## src/rtl/tff_bank_ctrl_if.sv

```systemverilog
// Control/feedback bundle between the TFF bank controller and its environment.
// The slave modport is the controller side; the master side drives requests and bank feedback.
interface tff_bank_ctrl_if #(
  parameter int WIDTH = 4
);
  logic             start;
  logic             stop;
  logic             up_dn;
  logic [WIDTH-1:0] limit;
  logic [WIDTH-1:0] q_fb;
  logic [WIDTH-1:0] t_out;
  logic             busy;
  logic             done;
  logic             tc;

  modport master (
    output start, stop, up_dn, limit, q_fb,
    input  t_out, busy, done, tc
  );

  modport slave (
    input  start, stop, up_dn, limit, q_fb,
    output t_out, busy, done, tc
  );
endinterface

```

## src/rtl/tff_bank_ctrl.sv

```systemverilog
// Sequencer that drives the T inputs of an external flip-flop bank to clear it and count to a limit.
// Define TFFC_WRAP_EN to make the count wrap back to its start value at the limit instead of finishing.
module tff_bank_ctrl #(
  parameter int WIDTH = 4
) (
  input  logic           clk,
  input  logic           reset,
  tff_bank_ctrl_if.slave bus
);

  typedef enum logic [2:0] {
    IDLE,
    CLEAR,
    RUN,
    PAUSE,
    DONE
  } state_t;

  state_t           state_q, state_d;
  logic             dir_q, dir_d;
  logic [WIDTH-1:0] lim_q, lim_d;
  logic             tc_q, tc_d;
  logic [WIDTH-1:0] countT;
  logic [WIDTH-1:0] tOut;
  logic             carry;
  logic             stopReq;
  logic             startReq;
  logic             atLimit;

  assign stopReq  = bus.stop;
  assign startReq = bus.start & ~bus.stop;
  assign atLimit  = (bus.q_fb == lim_q);

  // Ripple-carry toggle pattern: bit i flips when all lower bits are 1 (up) or 0 (down).
  always_comb begin
    countT = '0;
    carry  = 1'b1;
    for (int i = 0; i < WIDTH; i++) begin
      countT[i] = carry;
      carry     = carry & (dir_q ? bus.q_fb[i] : ~bus.q_fb[i]);
    end
  end

  always_comb begin
    state_d = state_q;
    dir_d   = dir_q;
    lim_d   = lim_q;
    tc_d    = 1'b0;
    tOut    = '0;
    unique case (state_q)
      IDLE: begin
        if (startReq) begin
          state_d = CLEAR;
          dir_d   = bus.up_dn;
          lim_d   = bus.limit;
        end
      end
      CLEAR: begin
        tOut    = dir_q ? bus.q_fb : ~bus.q_fb;
        state_d = RUN;
      end
      RUN: begin
        if (stopReq) begin
          state_d = PAUSE;
        end else if (atLimit) begin
          tc_d = 1'b1;
`ifdef TFFC_WRAP_EN
          tOut = dir_q ? bus.q_fb : ~bus.q_fb;
`else
          state_d = DONE;
`endif
        end else begin
          tOut = countT;
        end
      end
      PAUSE: begin
        if (stopReq) begin
          state_d = IDLE;
        end else if (startReq) begin
          state_d = RUN;
        end
      end
      DONE: begin
        state_d = IDLE;
      end
      default: begin
        state_d = IDLE;
      end
    endcase
  end

  always_ff @(posedge clk) begin
    if (reset) begin
      state_q <= IDLE;
      dir_q   <= 1'b1;
      lim_q   <= '0;
      tc_q    <= 1'b0;
    end else begin
      state_q <= state_d;
      dir_q   <= dir_d;
      lim_q   <= lim_d;
      tc_q    <= tc_d;
    end
  end

  assign bus.t_out = tOut;
  assign bus.busy  = (state_q != IDLE);
  assign bus.done  = (state_q == DONE);
  assign bus.tc    = tc_q;

endmodule

```

## src/flat_wrapper.sv

```systemverilog
// flat-port wrapper written by rule: the top's interface ports become plain ports
module tff_bank_ctrl_flat 
#(
  parameter int WIDTH = 4
)
  (clk, reset, bus_start, bus_stop, bus_up_dn, bus_limit, bus_q_fb, bus_t_out, bus_busy, bus_done, bus_tc);
  tff_bank_ctrl_if #(.WIDTH(WIDTH)) bus_i ();
  input  logic clk;
  input  logic reset;
  input wire logic [$bits(bus_i.start)-1:0] bus_start;
  input wire logic [$bits(bus_i.stop)-1:0] bus_stop;
  input wire logic [$bits(bus_i.up_dn)-1:0] bus_up_dn;
  input wire logic [$bits(bus_i.limit)-1:0] bus_limit;
  input wire logic [$bits(bus_i.q_fb)-1:0] bus_q_fb;
  output wire logic [$bits(bus_i.t_out)-1:0] bus_t_out;
  output wire logic [$bits(bus_i.busy)-1:0] bus_busy;
  output wire logic [$bits(bus_i.done)-1:0] bus_done;
  output wire logic [$bits(bus_i.tc)-1:0] bus_tc;
  assign bus_i.start = bus_start;
  assign bus_i.stop = bus_stop;
  assign bus_i.up_dn = bus_up_dn;
  assign bus_i.limit = bus_limit;
  assign bus_i.q_fb = bus_q_fb;
  assign bus_t_out = bus_i.t_out;
  assign bus_busy = bus_i.busy;
  assign bus_done = bus_i.done;
  assign bus_tc = bus_i.tc;
  tff_bank_ctrl #(.WIDTH(WIDTH)) u_core (.clk(clk), .reset(reset), .bus(bus_i));
endmodule
```

## config.mk

```make
export PLATFORM = sky130hd
export DESIGN_NAME = tff_bank_ctrl_flat
export DESIGN_NICKNAME = d
export VERILOG_FILES = /design/src/rtl/tff_bank_ctrl_if.sv /design/src/rtl/tff_bank_ctrl.sv /design/src/flat_wrapper.sv
export SDC_FILE = /design/constraint.sdc
export NUM_CORES = 1
export LEC_CHECK = 0
export ABC_AREA = 1
export CAP_MARGIN = 10
export CORE_MARGIN = 10
export CORE_UTILIZATION = 38
export CTS_CLUSTER_SIZE = 40
export DETAILED_ROUTE_END_ITERATION = 8
export GPL_TIMING_DRIVEN = 0
export PLACE_DENSITY = 0.72
export SKIP_CTS_REPAIR_TIMING = 1
export SYNTH_ARGS = -nofsm -noshare
export SYNTH_HDL_FRONTEND = slang
export SYNTH_SLANG_ARGS = --single-unit
```

## constraint.sdc

```tcl
create_clock -name clk -period 1 [get_ports clk]
set_input_delay 0.1 -clock clk [delete_from_list [all_inputs] [get_ports clk]]
set_output_delay 0.1 -clock clk [all_outputs]
set_load 0.05 [all_outputs]
```

==> impl_metrics.json <==
{
  "synth-simple-area-share_pct": 36.7,
  "dieArea_mm2": 0.00348,
  "synth_cell_types": 19,
  "synth_top_family_by_area": "simple AND/OR/NAND/NOR gates",
  "grt_max_degree": 10,
  "die_h_um": 59.0,
  "dp_hpwl_mm": 1.29,
  "ant_nets": 0,
  "dr_wl_met2_um": 847,
  "yosysTopAreaCellShare_pct": 31.2,
  "rrSetupSlack_ps": -290,
  "relSlewSlack_pct": 81.5,
  "yosys-top-cells-area": "dfxtp_1, nand2_1, inv_1",
  "clk_pin_slew_ps": 60,
  "portBuffers": 19,
  "synth.avg_cell_area_um2": 6.20,
  "arrival_ps": 1440,
  "synthCells": 93,
  "cp-end-kind": "primary output",
  "violations": "negative setup slack",
  "synth_edf_count": 0,
  "cts_buffers": 3,
  "finClkSkew_ps": 0.723,
  "nNetsFinal": 137,
  "reg2reg_depth": 7,
  "grt_pass1_wl_mm": 2.64,
  "io_pins": 20,
  "finalSetupViolCount": 15,
  "fmax_ghz": 0.649,
  "r2r_end": "u_core.state_q[0]$_SDFFE_PP0P_",
  "synthTopCellsByCount": "nand2_1, inv_1, dfxtp_1, o21ai_0",
  "start_util_pct": 39.2,
  "cts.sink_count": 9,
  "syn_nets": 106,
  "period_needed_ps": 1540,
  "worst_slew_pin_slew_ps": 279,
  "setup.worst_path.class": "flip-flop to primary output",
  "die_w_um": 59.0,
  "p_leak_nw": 0.493,
  "hp-start": "bus_up_dn",
  "antenna_found_initial": 0,
  "routabilityCongestion": 0.735,
  "wl_met3_um": 67,
  "yosysTopAreaCell": "dfxtp_1",
  "drive_gt1_share_pct": 40.7,
  "synth_seq_cells": 9,
  "rsz0062_at_grt": "true",
  "wl_mm": 1.63,
  "worst-endpoint-required_ps": 900,
  "route.detailed.drc": 0,
  "first_iter_violations": 6,
  "htree_levels": 1,
  "track_usage_pct": 9.53,
  "setup.worst_path.start_class": "flip-flop",
  "synth-compound-area-share_pct": 14.1,
  "viasPerCell": 4.95,
  "seq_area_frac_synth_pct": 31.2,
  "tns_ps": -3940,
  "post-place-ws_ps": -1320,
  "hold_class": "input pin to flip-flop",
  "core_area_mm2": 0.00147,
  "vias": 688,
  "routed.top_layer": "met4",
  "timing.final.ws_setup_ps": -541,
  "grt_pass1_vias": 630,
  "vdd_drop_max_mv": 1.46,
  "diodes": 0,
  "cp_max_fo": 6,
  "wl_per_cell_um": 11.7,
  "p_total_mw": 2.47,
  "ys.flop_type": "dfxtp_1",
  "slew_violations": 0,
  "clk_path_buf_depth": 2,
  "yosysMostFrequentCell": "nand2_1",
  "num_rows": 14,
  "fin_util_pct": 70.6,
  "grt.overflow.total": 0,
  "p_per_area_mw_per_mm2": 2380,
  "synth_warnings": 0,
  "fin_area_mm2": 0.00104,
  "r2r_start": "u_core.state_q[0]$_SDFFE_PP0P_",
  "root_buffer": "clkbuf_4",
  "synthAdderAreaFrac_pct": 0,
  "async_reset_ff_share_pct": 0,
  "yosys.area_share.xor_xnor_pct": 6.07,
  "drv_cap": 0,
  "area.growth.synth_to_final_pct": 80.0,
  "startpoint": "u_core.state_q[0]$_SDFFE_PP0P_",
  "clock_latency_ps": 260,
  "syn-cell-area_um2": 577,
  "synthMuxAreaShare_pct": 0,
  "firstDrtPassIters": 4,
  "wl_met1_um": 679,
  "cts_tree": "built",
  "outcome": "finished, violations left",
  "hold_viol": 0,
  "whs_path_depth": 3,
  "layout_worst_path_cycle_share_pct": 154,
  "holdPathEnd": "u_core.dir_q$_SDFFE_PP1P_",
  "placed_area_um2": 888
}
==> area by class of cell <==
cell class | instances | area [um^2]
well taps | 16 | 20.0
multi-input cells | 66 | 472
flip-flops and latches | 9 | 190
fillers | 119 | 433
plain buffers | 1 | 11.3
repair buffers | 26 | 255
inverters | 17 | 63.8
clock buffers | 4 | 26.3
==> power by group <==
| group | internal, mW | switching (mW) |
|---|---|---|
| logic | 0.653 | 1.01 |
| clock network | 0.154 | 0.132 |
| registers | 0.452 | 0.0728 |
| total | 1.26 | 1.21 |
==> cells in the final DEF, fill, tap and decap left out, types with 5 or more instances in the layout <==
| master | Yosys | final |
|---|---|---|
| nand2_2 | 2 | 5 |
| nand3_1 | 5 | 5 |
| buf_4 | 0 | 7 |
| clkdlybuf4s50_1 | 0 | 8 |
| a21oi_1 | 6 | 6 |
| nand2_1 | 25 | 21 |
| dfxtp_2 | 0 | 5 |
| buf_6 | 0 | 7 |
| inv_1 | 16 | 13 |
==> cells by family after synthesis <==
logic type             count (synthesis)
flip-flops                             9
buffers and inverters                 18
AO/OA/AOI/OAI                         16
XOR/XNOR                               4
AND/OR/NAND/NOR                       46
==> layer usage <==
layer  track usage, %  up-vias
met1             10.3      316
met4             5.90        0
li1                 -      355
met5                0        -
met2             15.3       12
met3             3.66        5
==> how the worst max path moves through the flow <==
stage,endpoint,cells after the start
floorplan,bus_t_out[1],5
global placement,bus_t_out[1],8
detailed placement,bus_t_out[1],8
CTS,bus_t_out[1],8
global route,bus_t_out[3],7
finish,bus_t_out[1],6
==> flip-flops by register name, summed over array words and instances, names as in the netlist <==
signal and flops:
u_core.lim_q 4, u_core.state_q 3, u_core.bus.tc 1, u_core.dir_q 1
==> per-stage QoR <==
stage	hold slack (ps)	instances
6_report	430	139
3_3_place_gp	453	128
5_1_grt	444	139
4_1_cts	431	132
2_1_floorplan	170	93
3_5_place_dp	463	128
==> worst max-delay path, cell delays in order, from the launching register on <==
cell and delay, ps:
dfxtp_2 350, nor2_4 130, inv_2 60, nor3_4 170
nand2_4 140, o21ai_4 150, buf_6 170
Power figures use the tool's default switching activity.
